$ cat src/rtl/multdiv_iter.sv
// Iterative multiply/divide unit: radix-2 shift-add multiply and restoring
// divide, one bit per clock, signed or unsigned, with flush and held results.
//
// state | meaning
// IDLE  | waiting for a start; held results stay on the outputs
// RUN   | iterating, one partial product or quotient bit per cycle
// DONE  | results valid for exactly one cycle (data_resultRDY high)
module multdiv_iter #(
   parameter int WIDTH = 32
) (
   input  logic             clock,
   input  logic             reset,
   input  logic [WIDTH-1:0] data_operandA,
   input  logic [WIDTH-1:0] data_operandB,
   input  logic             ctrl_MULT,
   input  logic             ctrl_DIV,
   input  logic             ctrl_SIGNED,
   input  logic             ctrl_flush,
   output logic [WIDTH-1:0] data_result,
   output logic [WIDTH-1:0] data_high,
   output logic             data_exception,
   output logic             data_resultRDY,
   output logic             busy
);

   localparam int CW = $clog2(WIDTH + 1);
   localparam logic [CW-1:0]    CNT_LOAD = CW'(WIDTH);
   localparam logic [CW-1:0]    CNT_ONE  = CW'(1);
   localparam logic [WIDTH-1:0] MIN_VAL  = {1'b1, {(WIDTH-1){1'b0}}};

   typedef enum logic [1:0] {
      IDLE = 2'd0,
      RUN  = 2'd1,
      DONE = 2'd2
   } state_t;

   state_t           state;
   logic [CW-1:0]    cnt;
   logic             op_div;
   logic             op_signed;
   logic             neg_q;
   logic             neg_r;
   logic             div_zero;
   logic             div_ovf;
   logic [WIDTH-1:0] opnd;
   logic [WIDTH-1:0] acc_hi;
   logic [WIDTH-1:0] acc_lo;
   logic [WIDTH-1:0] dividend;

   logic               start;
   logic               a_neg;
   logic               b_neg;
   logic [WIDTH-1:0]   a_mag;
   logic [WIDTH-1:0]   b_mag;
   logic [WIDTH:0]     mul_sum;
   logic [WIDTH:0]     div_shift;
   logic [WIDTH:0]     div_diff;
   logic               div_ge;
   logic [WIDTH-1:0]   mul_hi_n;
   logic [WIDTH-1:0]   mul_lo_n;
   logic [WIDTH-1:0]   div_hi_n;
   logic [WIDTH-1:0]   div_lo_n;
   logic [2*WIDTH-1:0] prod;
   logic [2*WIDTH-1:0] prod_s;
   logic [WIDTH-1:0]   quo_s;
   logic [WIDTH-1:0]   rem_s;
   logic               mul_exc;

   always_comb begin
      start = (ctrl_MULT | ctrl_DIV) & ~ctrl_flush & (state != RUN);
      a_neg = ctrl_SIGNED & data_operandA[WIDTH-1];
      b_neg = ctrl_SIGNED & data_operandB[WIDTH-1];
      a_mag = a_neg ? -data_operandA : data_operandA;
      b_mag = b_neg ? -data_operandB : data_operandB;

      // multiply: acc_hi gathers the sum, acc_lo shifts out multiplier bits
      mul_sum  = {1'b0, acc_hi} + (acc_lo[0] ? {1'b0, opnd} : '0);
      mul_hi_n = mul_sum[WIDTH:1];
      mul_lo_n = {mul_sum[0], acc_lo[WIDTH-1:1]};

      // divide: acc_hi is the partial remainder, acc_lo dividend in / quotient out
      div_shift = {acc_hi, acc_lo[WIDTH-1]};
      div_diff  = div_shift - {1'b0, opnd};
      div_ge    = ~div_diff[WIDTH];
      div_hi_n  = div_ge ? div_diff[WIDTH-1:0] : div_shift[WIDTH-1:0];
      div_lo_n  = {acc_lo[WIDTH-2:0], div_ge};

      prod    = {mul_hi_n, mul_lo_n};
      prod_s  = neg_q ? -prod : prod;
      mul_exc = op_signed ? ~((&prod_s[2*WIDTH-1:WIDTH-1]) | ~(|prod_s[2*WIDTH-1:WIDTH-1]))
                          : |prod_s[2*WIDTH-1:WIDTH];
      quo_s   = neg_q ? -div_lo_n : div_lo_n;
      rem_s   = neg_r ? -div_hi_n : div_hi_n;
   end

   always_ff @(posedge clock) begin
      if (reset) begin
         state          <= IDLE;
         cnt            <= '0;
         busy           <= 1'b0;
         data_resultRDY <= 1'b0;
         data_result    <= '0;
         data_high      <= '0;
         data_exception <= 1'b0;
         op_div         <= 1'b0;
         op_signed      <= 1'b0;
         neg_q          <= 1'b0;
         neg_r          <= 1'b0;
         div_zero       <= 1'b0;
         div_ovf        <= 1'b0;
         opnd           <= '0;
         acc_hi         <= '0;
         acc_lo         <= '0;
         dividend       <= '0;
      end else begin
         data_resultRDY <= 1'b0;
         if (ctrl_flush) begin
            state <= IDLE;
            cnt   <= '0;
            busy  <= 1'b0;
         end else if (start) begin
            state     <= RUN;
            cnt       <= CNT_LOAD;
            busy      <= 1'b1;
            op_div    <= ~ctrl_MULT;
            op_signed <= ctrl_SIGNED;
            neg_q     <= a_neg ^ b_neg;
            neg_r     <= a_neg;
            dividend  <= data_operandA;
            div_zero  <= ~(|data_operandB);
            div_ovf   <= ctrl_SIGNED & (data_operandA == MIN_VAL) & (&data_operandB);
            acc_hi    <= '0;
            opnd      <= ctrl_MULT ? a_mag : b_mag;
            acc_lo    <= ctrl_MULT ? b_mag : a_mag;
         end else begin
            case (state)
               RUN: begin
                  cnt    <= cnt - CNT_ONE;
                  acc_hi <= op_div ? div_hi_n : mul_hi_n;
                  acc_lo <= op_div ? div_lo_n : mul_lo_n;
                  if (cnt == CNT_ONE) begin
                     state          <= DONE;
                     busy           <= 1'b0;
                     data_resultRDY <= 1'b1;
                     if (!op_div) begin
                        data_result    <= prod_s[WIDTH-1:0];
                        data_high      <= prod_s[2*WIDTH-1:WIDTH];
                        data_exception <= mul_exc;
                     end else if (div_zero) begin
                        data_result    <= '0;
                        data_high      <= dividend;
                        data_exception <= 1'b1;
                     end else begin
                        data_result    <= quo_s;
                        data_high      <= rem_s;
                        data_exception <= div_ovf;
                     end
                  end
               end
               DONE:    state <= IDLE;
               default: state <= IDLE;
            endcase
         end
      end
   end

endmodule
$ cat config.mk
export PLATFORM = sky130hd
export DESIGN_NAME = multdiv_iter
export DESIGN_NICKNAME = d
export VERILOG_FILES = /design/src/rtl/multdiv_iter.sv
export SDC_FILE = /design/constraint.sdc
export NUM_CORES = 1
export LEC_CHECK = 0
export CORE_ASPECT_RATIO = 1.4
export CORE_MARGIN = 1
export CORE_UTILIZATION = 39
export DETAILED_ROUTE_END_ITERATION = 6
export SLEW_MARGIN = 25
export SYNTH_ARGS = -nofsm -noshare
export SYNTH_HDL_FRONTEND = slang
export SYNTH_SLANG_ARGS = --single-unit
$ cat constraint.sdc
create_clock -name clock -period 6.1 [get_ports clock]
set_clock_uncertainty 0.15 [all_clocks]
set_input_delay 1.525 -clock clock [delete_from_list [all_inputs] [get_ports clock]]
set_output_delay 1.525 -clock clock [all_outputs]
set_load 0.01 [all_outputs]
Word level (Yosys, flattened, before mapping) --
Cells that the tools add are included.
Cells by class: add/sub/neg operators 8, equality and inequality tests 5, muxes and demuxes 31, bitwise operators 17, reductions and logical operators 14
Operators by type and width (number):
- 32-bit two-way mux | 18
- 32-bit negation | 4
- 64-bit two-way mux | 1
- 64-bit negation | 1
- 32-bit OR reduction | 2
- 32-bit by 32-bit adder with 33-bit output | 1
- 33-bit AND reduction | 1
- 33-bit OR reduction | 1
- 33-bit by 32-bit subtractor with 33-bit output | 1
- 32-bit == test (second input constant) | 1
- 32-bit AND reduction | 1
- 6-bit two-way mux | 2
- 1-bit two-way mux | 10
- 1-bit NOT | 8
- 1-bit AND | 6
- 6-bit by 1-bit == test with 1-bit output (second input constant) | 1
- 2-bit AND reduction | 3
- 6-bit by 1-bit subtractor with 6-bit output (second input constant) | 1
- 4-bit AND reduction | 1
- 2-bit nonzero test | 2
- 4-bit OR reduction | 1
- 3-bit inequality test (second input constant) | 1
- 3-bit OR reduction | 1
- 2-bit by 1-bit == test with 1-bit output (second input constant) | 1
- other kinds (4) | 5
Word-level totals: bits in registers 209, bits of input ports 70, output and inout bits 67, logic and storage cells 94

Longest topological paths before layout --
depth in word-level cells 10, gate-level depth with buffers 27, gate-level depth less buffers 24

Least setup slack after synthesis --
OpenSTA, ideal clock, no wires.
kind flip-flop to flip-flop, start register acc_lo[31], end register data_high[26], setup time 0.117 ns, arrival time 6.028 ns, setup slack -0.195 ns, cell stages (with the launch flop) 28, path buffers 4, clock period less this slack 6.295 ns, cell sequence dfxtp_1 > inv_1 > ha_1 > inv_1 > fa_1 > a211oi_2 > o21a_1 > nor3_4 > o211ai_2 > a21oi_1 > a211oi_4 > inv_2 > clkbuf_1 > clkbuf_1 > clkbuf_1 > buf_2 > a21oi_1 > ha_1 > nand2_1 > or4_1 > a2111o_1 > nor4_1 > a41oi_1 > or3_1 > nor3_1 > mux2i_1 > nand2_1 > a32o_1
On the way: word-level cells in the longest chain between the ends 6
RTL lines:
- start: declaration | RTL line 47 | logic [WIDTH-1:0] acc_lo;
- start signal: assignment | RTL line 134 | acc_lo <= ctrl_MULT ? b_mag : a_mag;
- start signal: assignment | RTL line 140 | acc_lo <= op_div ? div_lo_n : mul_lo_n;
- 33-bit by 32-bit subtractor with 33-bit output | RTL line 83 | div_diff = div_shift - {1'b0, opnd};
- 32-bit two-way mux | RTL line 85 | div_hi_n = div_ge ? div_diff[WIDTH-1:0] : div_shift[WIDTH-1:0];
- 32-bit negation | RTL line 93 | rem_s = neg_r ? -div_hi_n : div_hi_n;
- 32-bit two-way mux | RTL line 93
- 32-bit two-way mux | RTL line 149 | end else if (div_zero) begin
- 32-bit two-way mux * | RTL line 145 | if (!op_div) begin
- end signal: assignment | RTL line 147 | data_high <= prod_s[2*WIDTH-1:WIDTH];
- end signal: assignment | RTL line 151 | data_high <= dividend;
- end signal: assignment | RTL line 155 | data_high <= rem_s;
- end: declaration | RTL line 20 | output logic [WIDTH-1:0] data_high,
Mark *: on every way between the ends. The rest lies on a longest branch, timed or not. A chain may end at the register's enable or synchronous reset.

Worst setup path after layout --
Ends and elaborated chain as after synthesis.

==> results.json <==
{
  "fmax_mhz": 174,
  "die_h_um": 265,
  "drt-pass1-iter-count": 6,
  "fp.coreArea_mm2": 0.0489,
  "p_leak_uw": 0.00813,
  "yosys.cell_types.count": 101,
  "cts.sinks": 209,
  "grt_max_degree": 70,
  "worstSkewPairLatency_ns": 0.56,
  "dieWidth_um": 190,
  "insertedDiodeCount": 0,
  "clockBufferDepth": 3,
  "worst_setup_path_start_kind": "flip-flop",
  "stdcell_count": 3389,
  "grt_pass1_wl_um": 128000,
  "relSlewSlack": 0.261,
  "synth_fp_nets": 2865,
  "grt_usage": 0.337,
  "post-route-period-util": 0.944,
  "switching_share": 0.366,
  "cts_buffers": 25,
  "drt_iter0_drc": 1962,
  "finalSetupViolCount": 0,
  "critPathCaptureType": "flip-flop",
  "synth_top_area_frac": 0.217,
  "finalSetupTns_ns": 0,
  "overflow": 0,
  "p_switching_uw": 1620,
  "grt_pass1_vias": 20200,
  "synth-main-ff-cell": "dfxtp_1",
  "period_minus_slack_ns": 5.76,
  "fin_ws_ns": 0.339,
  "power.density_mw_per_mm2": 201,
  "worst_pin_slew_ns": 1.09,
  "fin_util": 0.450,
  "vdd.ir_drop.worst_v": 0.000212,
  "rsz0062_at_grt": "no",
  "cts_tree": "yes",
  "cp.required_ns": 6.40,
  "syn_area_mm2": 0.0193,
  "yosysTopAreaCell": "dfxtp_1",
  "synth.avg_cell_area_um2": 7.09,
  "synth.top_cells.by_area": "dfxtp_1 (22%), nand2_1 (7.0%), nor2_1 (5.9%)",
  "critical_path_class": "flip-flop to flip-flop",
  "start_util": 0.395,
  "syn_to_final_growth_pct": 14.1,
  "pwr-share-clk": 0.363,
  "yosysSeqAreaShare": 0.217,
  "power_frac_comb": 0.296,
  "cts-root-buf": "clkbuf_16",
  "hold_buffers": 0,
  "slew_viol_final": 0,
  "hold_violations": 0,
  "dp.cells": 3346,
  "maxCapViolations": 0,
  "synth_cells": 2721,
  "p_int_uw": 2810,
  "synth-edff-count": 0,
  "nets": 2881,
  "drc_errors": 0,
  "row_count": 96,
  "power_frac_seq": 0.341,
  "num_vias": 21000,
  "drtAntennaViolNets": 0,
  "critPathMaxFanout": 4,
  "ios": 137,
  "cts.clk_slew.worst_paths_ns": 0.07,
  "hpwl_um": 67600,
  "place.port_buffers": 136,
  "via_per_inst": 6.21,
  "wire_per_inst_um": 25.6,
  "die_area_mm2": 0.0504,
  "async_reset_ff_frac": 0,
  "post-place-ws_ns": 0.250,
  "antenna_found_initial": 0,
  "ys_ff_latch": 209,
  "gp_congestion": 1.00,
  "wl_um": 86800,
  "synth_warnings": 0,
  "power_uw": 4420,
  "htreeDepth": 1,
  "min_path_type": "flip-flop to flip-flop",
  "status": "completed",
  "arrival_ns": 6.06,
  "drive_gt1_frac": 0.0687
}
-- Yosys cell counts, types with 54 or more instances --
cell type and count:
nand2_1 359, nor2_1 304, a21oi_1 221, dfxtp_1 209, o21ai_0 174, clkbuf_1 170
xnor2_1 130, xor2_1 90, ha_1 72, nor3_1 71, inv_1 68, o211ai_1 56
mux2i_1 54
-- cell usage in the layout, fill, tap and decap left out, types with 69 or more instances in the layout --
| cell | synthesis | final |
|---|---|---|
| nand2_1 | 359 | 359 |
| nor2_1 | 304 | 302 |
| a21oi_1 | 221 | 219 |
| dfxtp_1 | 209 | 207 |
| o21ai_0 | 174 | 174 |
| clkdlybuf4s50_1 | 0 | 134 |
| xnor2_1 | 130 | 130 |
| xor2_1 | 90 | 90 |
| ha_1 | 72 | 71 |
| nor3_1 | 71 | 69 |
-- critical path, stage by stage (launching register included) --
cell      delay [ns]
dfxtp_1         0.32
inv_1           0.08
ha_1            0.17
inv_1           0.06
fa_2            0.38
a211oi_2        0.30
o21a_2          0.26
nor3_4          0.07
o211ai_2        0.27
a21oi_2         0.13
a211oi_4        0.35
mux2i_2         0.30
ha_2            0.24
nand2_1         0.07
or4_1           0.45
a2111o_1        0.48
nor4_4          0.31
a41oi_1         0.12
or3_4           0.43
nor3_2          0.15
mux2i_1         0.20
nand2_1         0.07
a32o_1          0.30
-- per-stage QoR --
| stage | area, um^2 | hold WS [ns] |
|---|---|---|
| after floorplan | 19300 | 0.279 |
| after global placement | 21100 | 0.292 |
| after detailed placement | 21100 | 0.297 |
| after CTS | 22000 | 0.307 |
| after global routing | 22000 | 0.326 |
| final | 22000 | 0.303 |
-- layout make-up --
type	count	area, um^2
Clock buffer	33	737
Tap cell	637	797
Timing Repair Buffer	196	1810
Multi-Input combinational cell	2233	14100
Sequential cell	209	4190
Fill cell	5036	26900
Inverter	72	270
Clock inverter	9	115
-- sequential cells by signal, indices dropped and copies added (netlist names), 2 cells and up --
register,count
opnd,32
state,2
dividend,32
cnt,6
data_high,32
acc_lo,32
acc_hi,32
data_result,32
-- power groups by stage --
stage,Sequential [uW],Clock (uW),Combinational (uW)
finish,1510,1610,1310
global route,1510,1680,1410
CTS,1510,1630,1270
detailed placement,1540,0,1270
global placement,1530,0,1260
floorplan,1460,0,887
-- cells by family after synthesis --
kind of cell	count (synthesis)	share of synthesized area
simple gates	1024	0.247
flops	209	0.217
xor+xnor	221	0.101
mux	72	0.0385
buf+inv	279	0.0564
compound gates	842	0.292
fa+ha+maj	74	0.0487
-- metal layers --
metal	global-route usage	part of all wire	routed length, um	up-vias
met5	0	0	0	-
met4	0.313	0.11	9250	0
met3	0.0348	0.049	4270	312
met2	0.574	0.48	41300	862
met1	0.365	0.37	31900	10000
li1	-	-	-	9862
-- timing repair --
item | 4_1_cts | 5_1_grt
buffers inserted | 0 | 1
resized for setup | 0 | 9
endpoints found under the setup margin | 0 | 3
-- final timing paths --
| check | endpoint | slack (ns) | startpoint | cells after the start |
|---|---|---|---|---|
| hold / removal | opnd[18] | 0.30 | opnd[18] | 2 |
| setup reg to reg | data_high[26] | 0.34 | acc_lo[31] | 22 |
| setup / recovery | data_high[26] | 0.34 | acc_lo[31] | 22 |
| hold reg to reg | opnd[18] | 0.30 | opnd[18] | 2 |
(Power assumes the default switching activity.)
